## src/rtl/inv_shift_rows_serial_pkg.sv

```systemverilog
// Shared constants and index maps for the serial (Inv)ShiftRows block.
// The state is column-major: byte index i = r + 4c, r = i[1:0], c = i[3:2].
package aes_isr_pkg;

  localparam int NB = 16;

  typedef logic [3:0] idx_t;

  // Output position r+4c reads input position r + 4*((c - r) mod 4).
  // The 2-bit column arithmetic wraps modulo 4 for free.
  function automatic idx_t inv_map(idx_t i);
    logic [1:0] r, c, cs;
    r  = i[1:0];
    c  = i[3:2];
    cs = c - r;
    return {cs, r};
  endfunction

  // Forward ShiftRows: output position r+4c reads r + 4*((c + r) mod 4).
  function automatic idx_t fwd_map(idx_t i);
    logic [1:0] r, c, cs;
    r  = i[1:0];
    c  = i[3:2];
    cs = c + r;
    return {cs, r};
  endfunction

endpackage

```

## src/rtl/inv_shift_rows_serial_if.sv

```systemverilog
// Byte-stream bus for inv_shift_rows_serial: one input stream, one output stream.
// Optional macro ISR_FWD_MODE_EN adds the per-block fwd select bit.
interface inv_shift_rows_serial_if #(parameter int BYTE_W = 8);
  logic [BYTE_W-1:0] in_byte;
  logic              in_valid;
  logic              in_ready;
  logic [BYTE_W-1:0] out_byte;
  logic              out_valid;
  logic              out_ready;
  logic              out_last;
`ifdef ISR_FWD_MODE_EN
  logic              fwd;

  modport master (output in_byte, in_valid, out_ready, fwd,
                  input  in_ready, out_byte, out_valid, out_last);
  modport slave  (input  in_byte, in_valid, out_ready, fwd,
                  output in_ready, out_byte, out_valid, out_last);
`else
  modport master (output in_byte, in_valid, out_ready,
                  input  in_ready, out_byte, out_valid, out_last);
  modport slave  (input  in_byte, in_valid, out_ready,
                  output in_ready, out_byte, out_valid, out_last);
`endif
endinterface

```

## src/rtl/inv_shift_rows_serial_bank.sv

```systemverilog
// isr_bank: 16 x BYTE_W register file, one write port, one combinational
// read port, asynchronously cleared to zero.
module isr_bank
  import aes_isr_pkg::*;
#(
  parameter int BYTE_W = 8
) (
  input  logic              clk,
  input  logic              rst,
  input  logic              we,
  input  idx_t              waddr,
  input  logic [BYTE_W-1:0] wdata,
  input  idx_t              raddr,
  output logic [BYTE_W-1:0] rdata
);

  logic [NB-1:0][BYTE_W-1:0] mem;

  // Byte write; reset clears the whole bank so a reset leaves out_byte at 0.
  always_ff @(posedge clk or posedge rst) begin
    if (rst)     mem        <= '0;
    else if (we) mem[waddr] <= wdata;
  end

  // Unregistered read so the reorder costs no latency.
  always_comb rdata = mem[raddr];

endmodule

```

## src/rtl/inv_shift_rows_serial.sv

```systemverilog
// inv_shift_rows_serial: byte-serial InvShiftRows using two ping-pong banks.
// Input bytes are written in arrival order; the reorder is applied on read
// via the index map, so one bank fills while the other drains.
// Optional macro ISR_FWD_MODE_EN: per-block fwd bit selects forward ShiftRows.
module inv_shift_rows_serial
  import aes_isr_pkg::*;
#(
  parameter int BYTE_W = 8
) (
  input  logic                  clk,
  input  logic                  rst,
  inv_shift_rows_serial_if.slave s
);

  logic [1:0]             full;
  logic                   wr_sel, rd_sel;
  idx_t                   wr_cnt, rd_cnt;
  idx_t                   raddr;
  logic [1:0][BYTE_W-1:0] rdata;
  logic                   in_rdy, out_vld;
  logic                   wr_fire, rd_fire;
`ifdef ISR_FWD_MODE_EN
  logic [1:0]             fwd_q;
`endif

  // Handshake decodes come only from registered state.
  always_comb begin
    in_rdy  = ~full[wr_sel];
    out_vld = full[rd_sel];
    wr_fire = s.in_valid & in_rdy;
    rd_fire = s.out_ready & out_vld;
  end

  // Read address: reorder map for the bank being drained.
  always_comb begin
`ifdef ISR_FWD_MODE_EN
    raddr = fwd_q[rd_sel] ? fwd_map(rd_cnt) : inv_map(rd_cnt);
`else
    raddr = inv_map(rd_cnt);
`endif
  end

  // Bank pair; only the bank selected for writing sees the write enable.
  for (genvar b = 0; b < 2; b++) begin : g_bank
    isr_bank #(.BYTE_W(BYTE_W)) u_bank (
      .clk   (clk),
      .rst   (rst),
      .we    (wr_fire && (wr_sel == 1'(b))),
      .waddr (wr_cnt),
      .wdata (s.in_byte),
      .raddr (raddr),
      .rdata (rdata[b])
    );
  end

  // Fill/drain bookkeeping. A filling bank is never full and a draining bank
  // always is, so the two full-flag updates never touch the same bit.
  always_ff @(posedge clk or posedge rst) begin
    if (rst) begin
      full   <= '0;
      wr_sel <= 1'b0;
      rd_sel <= 1'b0;
      wr_cnt <= '0;
      rd_cnt <= '0;
`ifdef ISR_FWD_MODE_EN
      fwd_q  <= '0;
`endif
    end else begin
      if (wr_fire) begin
        wr_cnt <= wr_cnt + 4'd1;
`ifdef ISR_FWD_MODE_EN
        if (wr_cnt == 4'd0) fwd_q[wr_sel] <= s.fwd;
`endif
        if (wr_cnt == 4'hF) begin
          full[wr_sel] <= 1'b1;
          wr_sel       <= ~wr_sel;
        end
      end
      if (rd_fire) begin
        rd_cnt <= rd_cnt + 4'd1;
        if (rd_cnt == 4'hF) begin
          full[rd_sel] <= 1'b0;
          rd_sel       <= ~rd_sel;
        end
      end
    end
  end

  // Output decodes.
  always_comb begin
    s.in_ready  = in_rdy;
    s.out_valid = out_vld;
    s.out_byte  = rdata[rd_sel];
    s.out_last  = out_vld & (rd_cnt == 4'hF);
  end

endmodule

```

## src/flat_wrapper.sv

```systemverilog
// flat-port wrapper written by rule: the top's interface ports become plain ports
module inv_shift_rows_serial_flat import aes_isr_pkg::*;
#(
  parameter int BYTE_W = 8
)
  (clk, rst, s_in_byte, s_in_valid, s_out_ready, s_in_ready, s_out_byte, s_out_valid, s_out_last);
  inv_shift_rows_serial_if #(.BYTE_W(BYTE_W)) s_i ();
  input  logic clk;
  input  logic rst;
  input wire logic [$bits(s_i.in_byte)-1:0] s_in_byte;
  input wire logic [$bits(s_i.in_valid)-1:0] s_in_valid;
  input wire logic [$bits(s_i.out_ready)-1:0] s_out_ready;
  output wire logic [$bits(s_i.in_ready)-1:0] s_in_ready;
  output wire logic [$bits(s_i.out_byte)-1:0] s_out_byte;
  output wire logic [$bits(s_i.out_valid)-1:0] s_out_valid;
  output wire logic [$bits(s_i.out_last)-1:0] s_out_last;
  assign s_i.in_byte = s_in_byte;
  assign s_i.in_valid = s_in_valid;
  assign s_i.out_ready = s_out_ready;
  assign s_in_ready = s_i.in_ready;
  assign s_out_byte = s_i.out_byte;
  assign s_out_valid = s_i.out_valid;
  assign s_out_last = s_i.out_last;
  inv_shift_rows_serial #(.BYTE_W(BYTE_W)) u_core (.clk(clk), .rst(rst), .s(s_i));
endmodule
```

## config.mk

```make
export PLATFORM = sky130hd
export DESIGN_NAME = inv_shift_rows_serial_flat
export DESIGN_NICKNAME = d
export VERILOG_FILES = /design/src/rtl/inv_shift_rows_serial_pkg.sv /design/src/rtl/inv_shift_rows_serial_if.sv /design/src/rtl/inv_shift_rows_serial_bank.sv /design/src/rtl/inv_shift_rows_serial.sv /design/src/flat_wrapper.sv
export SDC_FILE = /design/constraint.sdc
export NUM_CORES = 1
export LEC_CHECK = 0
export CORE_ASPECT_RATIO = 1.5
export CORE_UTILIZATION = 55
export CTS_CLUSTER_SIZE = 16
export DETAILED_ROUTE_END_ITERATION = 16
export DONT_BUFFER_PORTS = 1
export GPL_ROUTABILITY_DRIVEN = 0
export PLACE_DENSITY = 0.75
export SYNTH_ARGS = -nofsm -noshare
export SYNTH_HDL_FRONTEND = slang
export SYNTH_SLANG_ARGS = --single-unit
```

## constraint.sdc

```tcl
create_clock -name clk -period 13.6 [get_ports clk]
set_clock_uncertainty 0.05 [all_clocks]
set_input_delay 2.04 -clock clk [delete_from_list [all_inputs] [get_ports clk]]
set_output_delay 2.04 -clock clk [all_outputs]
set_load 0.005 [all_outputs]
```

==> Word level (Yosys, flattened, before mapping) <==
Cells that the tools add are included.
{ "classes": {"eq_ne": 2, "n_reduce_logical": 7, "multipliers": 0, "order_cmp": 7, "shifts": 0, "mux": 22, "div_mod_pow": 0, "addsub": 3, "n_bitwise": 9} }
{ "ops": {"columns": ["cell", "count"], "rows": [
  ["$bwmux 128", 2],
  ["$bmux 8 s4", 2],
  ["$mux 8", 5],
  ["$demux 8 s4", 1],
  ["$lt 4x5->1 const B", 2],
  ["$add 4x1->4 const B", 2],
  ["$eq 4x4->1 const B", 2],
  ["$mux 2", 4],
  ["$mux 1", 6],
  ["$logic_and 1x1->1", 5],
  ["$ge 4x1->1 const B", 1],
  ["$lt 1x2->1 const B", 2],
  ["$reduce_and 2->1", 2],
  ["$and 1x1->1", 3],
  ["$not 1->1", 3],
  ["$and 2x2->2", 1],
  ["$demux 1 s1", 2],
  ["$ge 1x1->1 const B", 2],
  ["$not 2->2", 1],
  ["$or 2x2->2", 1],
  ["$sub 2x2->2", 1]
]} }
{ "totals": {"ramBits": 0, "latch_bits": 0, "mem_count": 0, "reg_bits": 268, "romBits": 0, "output_inout_bits": 11} }

==> Longest topological paths before layout <==
Gate-level depths: netlist of run 1.
{ "depth": {"depth_word": 10, "mapped_depth": 10, "ltp_nobuf": 7} }

==> Modules after synthesis <==
Synthesis of run 1 repeated with hierarchy kept, for this count alone.
{ "unflattened": {"cells_unflattened": 804, "hier_area_um2": 12617.1} }
{ "modules_own_cells": {"columns": ["module", "area_each_um2", "instances", "cells_per_inst"], "rows": [
  ["isr_bank", 5953.2, 2, 369],
  ["inv_shift_rows_serial", 710.7, 1, 66]
]} }

==> Worst setup path after synthesis of run 1 <==
Ideal clock, no wire load.
{ "synth_path": {"path_type": "reg2out", "from": "register u_core.rd_cnt[2]", "to": "output port s_out_byte[7]", "slack_ps": 9410, "path_stages_with_launch": 11, "arrival_time_ps": 2100, "cell_sequence": "dfrtp_1 inv_1 ha_1 buf_4 buf_2 buf_2 buf_4 mux2i_1 o221ai_1 o211ai_1 nand4_1"} }
{ "synth_via": {"elab_chain_len": 5, "elab_cells_between_ends": 7} }
{ "synth_rtl": {"columns": ["element", "line", "text"], "rows": [
  ["start, declared", "inv_shift_rows_serial.sv:17", "idx_t wr_cnt, rd_cnt;"],
  ["start signal, assigned", "inv_shift_rows_serial.sv:80", "rd_cnt <= rd_cnt + 4'd1;"],
  ["$sub 2x2->2 *", "inv_shift_rows_serial_pkg.sv:15", "cs = c - r;"],
  ["$bmux 8 s4", "inv_shift_rows_serial_bank.sv:26", "always_comb rdata = mem[raddr];"],
  ["$mux 8 (not written as such)", "inv_shift_rows_serial_bank.sv:26", null],
  ["$mux 8 (not written as such) * (2 in series)", "inv_shift_rows_serial.sv:93", "s.out_byte = rdata[rd_sel];"],
  ["end, declared", "flat_wrapper.sv:14", "output wire logic [$bits(s_i.out_byte)-1:0] s_out_byte;"]
]} }
Mark *: on every way between the ends. The rest lies on a longest branch, timed or not. The select of a mux whose other input is x is not followed.

==> Worst setup path in the final report of run 1 <==
{ "layout_path": {"from": "register u_core.rd_cnt[0]", "to": "output port s_out_byte[2]"} }
{ "layout_via": {"elab_chain_len": 5, "elab_cells_between_ends": 7} }
{ "layout_rtl": {"columns": ["element", "line"], "rows": [
  ["$sub 2x2->2", "inv_shift_rows_serial_pkg.sv:15"],
  ["$bmux 8 s4", "inv_shift_rows_serial_bank.sv:26"],
  ["$mux 8 (not written as such)", "inv_shift_rows_serial_bank.sv:26"],
  ["$mux 8 (not written as such) * (2 in series)", "inv_shift_rows_serial.sv:93"]
]} }
Marks and branches as above.

==> flow_metrics.tcl, run 1 <==
set metrics [dict create \
    syn_inst 794 \
    ios 23 \
    finalHoldViolations 0 \
    antenna_found_initial 0 \
    worst-path-buf-inv 1 \
    dr.pass1.iters 4 \
    power.switching_uw 1073 \
    power_density_nw_per_um2 250.2 \
    period_needed_ps 5759 \
    via_per_inst 6.387 \
    cts_sinks 268 \
    seq_area_frac_synth_pct 54.44 \
    status "finished, final reports clean" \
    insertion_delay_ps 530 \
    dieArea_um2 23010 \
    p_leak_uw 0.006100 \
    arrival_ps 3670 \
    slowest_delay_ps 860 \
    grt_usage_pct 26.09 \
    setup_ws_ps 7841 \
    routed_wl_um 27660 \
    p_seq_share_pct 40.6 \
    hpwl_um 17780 \
    die_x_um 124.2 \
    ir_drop_uv 215.6 \
    synth_top_area_cell "dfrtp_1" \
    critPathLaunchType "flop" \
    synth.distinct_cells 39 \
    io_buffers 0 \
    setup-tns-final_ps 0 \
    slew_violations 0 \
    initial_utilization_pct 56.50 \
    drive_gt1_share_pct 49.87 \
    period_share_pct 42.35 \
    endpoint_kind "output pin" \
    syn-mean-instance-area_um2 15.51 \
    ys_warn_count 0 \
    critPathSlowestCell "ha_2" \
    critical_path_class "reg2out" \
    ant_nets 0 \
    synth_top_flop_cell "dfrtp_1" \
    cts.htree.levels 1 \
    r2r-start "u_core.full[0]" \
    clockBufferDepth 3 \
    fin_nets 791 \
    clockPowerShare_pct 22.4 \
    setup_viol 0 \
    sw_frac_of_total_pct 32.07 \
    cts_hold_buf 0 \
    num_vias 6796 \
    crit_family "adder cells" \
    drt_iter0_drc 343 \
    synth_area_um2 12320 \
    hp-start "u_core.g_bank[0].u_bank.mem[122]" \
    clk_pin_slew_ps 60 \
    nFillCells 1643 \
    post-place-ws_ps 8352 \
    cap_violations 0 \
    grt_max_degree 124 \
    power_frac_comb_pct 37.0 \
    synthArstFlopShare_pct 100.0 \
    fp.dieH_um 185.3 \
    wire_per_inst_um 26.00 \
    synth_fp_nets 812 \
    synth_top_area_share_pct 54.44 \
    p_int_uw 2272 \
    yosysMostFrequentCell "mux2_2" \
    postCtsSetupRepairBufs 0 \
    synthTopCellsByCount "mux2_2, dfrtp_1, mux4_2" \
    first_global_vias 7544 \
    cts_inserted_buffers 26 \
    cp_max_fo 24 \
    synth_seq_cells 268 \
    critPathRequiredTime_ps 11510 \
    rows 66 \
    drc 0 \
    ctsRootBufferMaster "clkbuf_16" \
    syn_to_final_growth_pct 8.532 \
    holdWs_ps 449.4 \
    grt_pass1_wl_um 43950 \
    post_cts_resized 0 \
    hold_class "reg2reg" \
    grt_overflow 0 \
    coreArea_um2 21800 \
    path_cells "ha_2 -> buf_4 -> mux4_2 -> mux2_2 -> o22ai_1 -> nor2_1" \
    cts_tree "built" \
    yosys-top-cells-area "dfrtp_1, mux2_2, mux4_2" \
    ff2ff_setup_slack_ps 10930 \
    maxSlewHeadroom_pct 30.91 \
    antenna_cells 0 \
    crit_start "u_core.rd_cnt[0]" \
    tightestPinTransition_ps 1036 \
    synth_edf_count 0 \
    fmax_ghz 0.1736 \
    rsz0062_at_grt "false" \
]
[state kept, by name, indices dropped and copies added, names as in the netlist]
name,cells
u_core.wr_sel,1
u_core.rd_cnt,4
u_core.wr_cnt,4
u_core.g_bank.u_bank.mem,256
u_core.full,2
u_core.rd_sel,1
[per-layer routing]
metal,GRT usage (%),share of wire [%]
met5,0,0
met4,10.52,3.9
met3,3.756,4.3
met2,44.51,52
met1,33.16,40
[layout by cell type, fill, tap and decap left out, types with 2 or more instances in the layout]
cell       netlist  layout
a2111oi_0        2       2
a22oi_1          2       2
a31oi_1          2       2
buf_4            4       5
bufinv_16        0       3
clkbuf_1        36       8
clkbuf_16        0      27
clkbuf_8         0       6
clkinv_2         0       2
dfrtp_1        268     266
ha_1             6       5
inv_1            4       3
mux2_2         281     281
mux2i_1         11      11
mux4_2          62      62
nand2_1         26      26
nand2b_1         2       2
nand3_1         15      15
nand4_1          3       3
nor2_1          10      10
nor2b_1          6       6
nor3_1           2       2
nor3b_1          2       2
o21ai_0          2       2
o22ai_1         11      11
or2_2            2       2
xnor2_1          8       8
[final timing paths]
path	endpoint	cells past startpoint
max	s_out_byte[2]	6
min	u_core.g_bank[0].u_bank.mem[122]	1
max reg2reg	u_core.g_bank[0].u_bank.mem[107]	4
max in group asynchronous	u_core.rd_cnt[0]	3
min in group asynchronous	u_core.g_bank[0].u_bank.mem[10]	1
min reg2reg	u_core.g_bank[0].u_bank.mem[122]	1
[layout make-up]
class	count	area [um2]	area share [%]
repair buffers	5	37.54	0.2808
well taps	272	340.3	2.546
clock inverters	6	107.6	0.8049
clock buffers	41	788.3	5.896
inverters	4	22.52	0.1685
flip-flops and latches	268	6711	50.20
multi-input cells	468	5361	40.10
[power by group through the flow]
stage	sequential, uW	combinational [uW]	clock (uW)
after CTS	1350	1250	763
final	1360	1240	749
after detailed placement	1370	1240	0
after global placement	1340	1200	0
after floorplan	1250	1030	0
after global routing	1400	1320	794
[cells by family after synthesis]
logic type	synth area share, %
compound gates	1.310
xor+xnor	0.6400
fa+ha+maj	0.6094
buf+inv	2.052
flops	54.44
mux	37.92
simple gates	3.027
[per-stage QoR]
step	cell area, um2	util (%)	cells	total power (uW)
2_1_floorplan	12320	-	794	2277
3_5_place_dp	12470	57.21	1017	2607
5_1_grt	13370	61.32	1064	3514
3_3_place_gp	12470	57.21	1017	2539
6_report	13370	61.32	1064	3344
4_1_cts	13370	61.32	1064	3363
Power figures use the tool's default switching activity.
==> run 2: changes to the inputs <==
Clock period 13.6 ns to 5.95 ns, I/O delays scaled along.
==> flow_metrics.tcl, run 2 (synthesis gave the netlist of run 1 again) <==
set metrics [dict create \
    setup_ws_ps 1579 \
    worst-path-stages 5 \
    maxSlewHeadroom_pct 21.15 \
    ios 23 \
    worst-path-buf-inv 1 \
    via_per_inst 6.312 \
    worstRegToRegCells 4 \
    crit_start "u_core.rd_cnt[1]" \
    grt_pass1_wl_um 41860 \
    largest_reg_flops 256 \
    clk_pin_slew_ps 60 \
    cts_tree "built" \
    first_global_vias 7400 \
    num_vias 6716 \
    rows 66 \
    syn_to_final_growth_pct 8.278 \
    grt_usage_pct 24.46 \
    dr.pass1.iters 6 \
    power_density_nw_per_um2 563.4 \
    post_cts_resized 0 \
    path_cells "buf_4 -> mux4_2 -> mux2_2 -> o22ai_1 -> nor2_1" \
    grt_overflow 0 \
    post-place-ws_ps 2177 \
    cts_hold_buf 0 \
    r2r_end "u_core.g_bank[0].u_bank.mem[110]" \
    period_needed_ps 4371 \
    cp_max_fo 37 \
    arrival_ps 3430 \
    grt_max_degree 115 \
    setup-tns-final_ps 0 \
    hold_class "in2reg" \
    critical_path_class "reg2out" \
    top_regs "u_core.g_bank.u_bank.mem: 256 flops, u_core.rd_cnt: 4 flops, u_core.wr_cnt: 4 flops" \
    ir_drop_uv 275.4 \
    setup_viol 0 \
    antenna_found_initial 0 \
    p_leak_uw 0.006080 \
    die_x_um 124.2 \
    ant_nets 0 \
    cts_inserted_buffers 26 \
    wire_per_inst_um 24.72 \
    slew_violations 0 \
    regMostFlops "u_core.g_bank.u_bank.mem" \
    finalHoldViolations 0 \
    ff2ff_setup_slack_ps 3350 \
    nFillCells 1611 \
    drc 0 \
    slowest_delay_ps 1020 \
    critPathSlowestCell "dfrtp_2" \
    hpwl_um 17020 \
    cts.htree.levels 1 \
    dieArea_um2 23010 \
    critPathRequiredTime_ps 5010 \
    status "finished, final reports clean" \
    coreArea_um2 21800 \
    fin_util_pct 61.18 \
    drt_iter0_drc 383 \
    clockBufferDepth 3 \
    critPathLaunchType "flop" \
    rsz0062_at_grt "false" \
    drive_gt1_share_pct 49.87 \
    period_share_pct 73.47 \
    initial_utilization_pct 56.50 \
    ctsRootBufferMaster "clkbuf_16" \
    layout_common_cells "mux2_2, dfrtp_1, mux4_2, clkbuf_16, nand2_1" \
    r2r-start "u_core.wr_sel" \
    routed_wl_um 26310 \
    crit_family "flip-flops" \
    cp-endpoint "s_out_byte[6]" \
    endpoint_kind "output pin" \
    cap_violations 0 \
    antenna_cells 0 \
    fp.dieH_um 185.3 \
    tightestPinTransition_ps 1174 \
    io_buffers 0 \
    cts_sinks 268 \
    postCtsSetupRepairBufs 0 \
    insertion_delay_ps 530 \
    fmax_ghz 0.2288 \
    final_common_cell "mux2_2" \
    fin_nets 792 \
]
-- run 2: stage by stage --
step / total power, uW / instance area [um2] / hold WS, ps / instances
after floorplan: 5206 / 12320 / 422.7 / 794
final: 7515 / 13340 / 421.2 / 1064
after CTS: 7548 / 13340 / 399.5 / 1064
after global placement: 5780 / 12500 / 431.6 / 1018
after detailed placement: 5924 / 12500 / 436.9 / 1018
after global routing: 7897 / 13340 / 403.9 / 1064
-- run 2: how the worst min path moves through the flow --
stage | startpoint | slack, ps | to | depth (start not counted)
detailed placement | u_core.g_bank[0].u_bank.mem[103] | 440 | u_core.g_bank[0].u_bank.mem[103] | 1
CTS | s_out_ready | 400 | u_core.full[1] | 1
global route | s_out_ready | 400 | u_core.full[1] | 1
finish | s_out_ready | 420 | u_core.full[1] | 1
floorplan | u_core.g_bank[0].u_bank.mem[103] | 420 | u_core.g_bank[0].u_bank.mem[103] | 1
global placement | u_core.g_bank[1].u_bank.mem[82] | 430 | u_core.g_bank[1].u_bank.mem[82] | 1
-- run 2: layout make-up --
| type | instances | area (um2) | share of cell area, % |
|---|---|---|---|
| Sequential cell | 268 | 6711 | 50.32 |
| Multi-Input combinational cell | 468 | 5361 | 40.20 |
| Clock buffer | 40 | 774.5 | 5.807 |
| Tap cell | 272 | 340.3 | 2.552 |
| Timing Repair Buffer | 6 | 70.07 | 0.5253 |
| Clock inverter | 6 | 61.31 | 0.4597 |
| Inverter | 4 | 18.77 | 0.1407 |
-- run 2: per-layer routing --
layer / up-vias / wire length, um / global-route usage, %
li1: 2926 / - / -
met1: 3609 / 10580 / 30.77
met2: 137 / 13860 / 42.39
met3: 44 / 1246 / 4.741
met4: 0 / 622 / 7.190
met5: - / 0 / 0
-- run 2: where the power goes --
group          switching, uW  total (uW)  internal (uW)
registers                473        3060           2580
logic                   1260        2850           1590
clock network            677        1610            936
==> run 3: changes to the inputs <==
Clock period 5.95 ns to 4.06 ns, I/O delays scaled along.
==> flow_metrics.tcl, run 3 (synthesis gave the netlist of run 1 again) <==
set metrics [dict create \
    antenna_found_initial 0 \
    insertion_delay_ps 530 \
    grt_usage_pct 25.11 \
    nFillCells 1606 \
    cts_tree "built" \
    layout_common_cells "mux2_2, dfrtp_1, mux4_2, clkbuf_16, nand2_1" \
    path_cells "buf_4 -> mux4_2 -> mux4_2 -> mux2_2" \
    drt_iter0_drc 439 \
    post_cts_resized 0 \
    dieArea_um2 23010 \
    syn_to_final_growth_pct 9.751 \
    final_common_cell "mux2_2" \
    cts_inserted_buffers 26 \
    grt_overflow 0 \
    via_per_inst 6.310 \
    maxSlewHeadroom_pct 39.04 \
    hp-start "s_out_ready" \
    tightestPinTransition_ps 911.0 \
    grt_max_degree 136 \
    fin_util_pct 62.01 \
    dr.pass1.iters 5 \
    endpoint_kind "output pin" \
    period_needed_ps 3637 \
    cp_common_cell "mux4_2" \
    cap_violations 0 \
    cts.htree.levels 1 \
    die_x_um 124.2 \
    grt_pass1_wl_um 43050 \
    holdWs_ps 134.2 \
    routed_wl_um 26800 \
    largest_reg_flops 256 \
    finalHoldViolations 0 \
    clockBufferDepth 3 \
    period_share_pct 89.58 \
    fin_cells 1075 \
    placed_area_um2 12580 \
    hpwl_um 17840 \
    holdPathStages 1 \
    holdPathEnd "u_core.full[1]" \
    hold_class "in2reg" \
    worst-path-buf-inv 1 \
    power_density_nw_per_um2 841.3 \
    critical_path_class "reg2out" \
    fmax_ghz 0.2750 \
    clk_pin_slew_ps 60 \
    rows 66 \
    num_vias 6783 \
    ctsRootBufferMaster "clkbuf_16" \
    drive_gt1_share_pct 51.31 \
    crit_family "multiplexers" \
    io_buffers 0 \
    fin_nets 802 \
    drc 0 \
    wire_per_inst_um 24.93 \
    slew_violations 0 \
    setup_viol 0 \
    arrival_ps 2980 \
    r2r-start "u_core.wr_sel" \
    critPathLaunchType "flop" \
    antenna_cells 0 \
    top_regs "u_core.g_bank.u_bank.mem: 256 flops, u_core.rd_cnt: 4 flops, u_core.wr_cnt: 4 flops" \
    worstRegToRegCells 4 \
    r2r_end "u_core.g_bank[0].u_bank.mem[105]" \
    stdcell_area_um2 13520 \
    status "finished, final reports clean" \
    ios 23 \
    coreArea_um2 21800 \
    ff2ff_setup_slack_ps 1400 \
    ir_drop_uv 470.2 \
    critPathSlowestCell "mux4_2" \
    regMostFlops "u_core.g_bank.u_bank.mem" \
    dp.cells 1027 \
    critPathRequiredTime_ps 3400 \
    rsz0062_at_grt "false" \
    fp.dieH_um 185.3 \
    ant_nets 0 \
    p_leak_uw 0.006183 \
    first_global_vias 7521 \
    cts_sinks 268 \
    slowest_delay_ps 600 \
    cp_max_fo 34 \
    initial_utilization_pct 56.50 \
]
-- run 3: repair_timing --
item | 4_1_cts | 5_1_grt
endpoints found under the hold margin | 15 | 0
setup buffers | 0 | 0
hold buffers | 1 | 0
-- run 3: through the flow --
step	setup TNS (ps)	total power, uW	worst slack (ps)
floorplan	-37110	7629	-138.5
global placement	0	8637	1003
detailed placement	0	8861	956.0
CTS	0	11440	384.8
global route	0	11970	295.3
finish	0	11370	423.0
-- run 3: cell type report --
class | count | area, um2 | area share, %
Timing Repair Buffer | 16 | 160.2 | 1.185
Clock inverter | 14 | 178.9 | 1.323
Clock buffer | 33 | 748.2 | 5.534
Inverter | 4 | 18.77 | 0.1388
Sequential cell | 268 | 6711 | 49.64
Multi-Input combinational cell | 468 | 5361 | 39.66
Tap cell | 272 | 340.3 | 2.517
-- run 3: report_power, final --
group	switching, uW	internal [uW]	leakage [uW]
clock network	1020	1560	0.000459
logic	1950	2420	0.00223
registers	638	3790	0.00349
total	3610	7770	0.00618
-- run 3: metal layers --
| layer | vias to the layer above | wire length [um] | track usage [%] |
|---|---|---|---|
| met2 | 159 | 13830 | 42.81 |
| met1 | 3659 | 11080 | 33.04 |
| li1 | 2927 | - | - |
| met3 | 38 | 1436 | 5.018 |
| met4 | 0 | 456 | 5.476 |
| met5 | - | 0 | 0 |
-- run 3: worst max path at each step --
| stage | start | end | cells past startpoint |
|---|---|---|---|
| after floorplan | rst | u_core.full[0] | 1 |
| after global placement | u_core.rd_cnt[0] | s_out_byte[4] | 4 |
| after detailed placement | u_core.rd_cnt[0] | s_out_byte[4] | 4 |
| after CTS | u_core.rd_cnt[0] | s_out_byte[4] | 4 |
| after global routing | u_core.rd_cnt[0] | s_out_byte[4] | 4 |
| final | u_core.rd_cnt[0] | s_out_byte[4] | 4 |
-- run 3: worst register-to-register path: stages (launching register included) --
cell	delay (ps)
dfrtp_1	450
nor3b_2	780
nand2_1	130
nor2_1	720
mux2_2	420
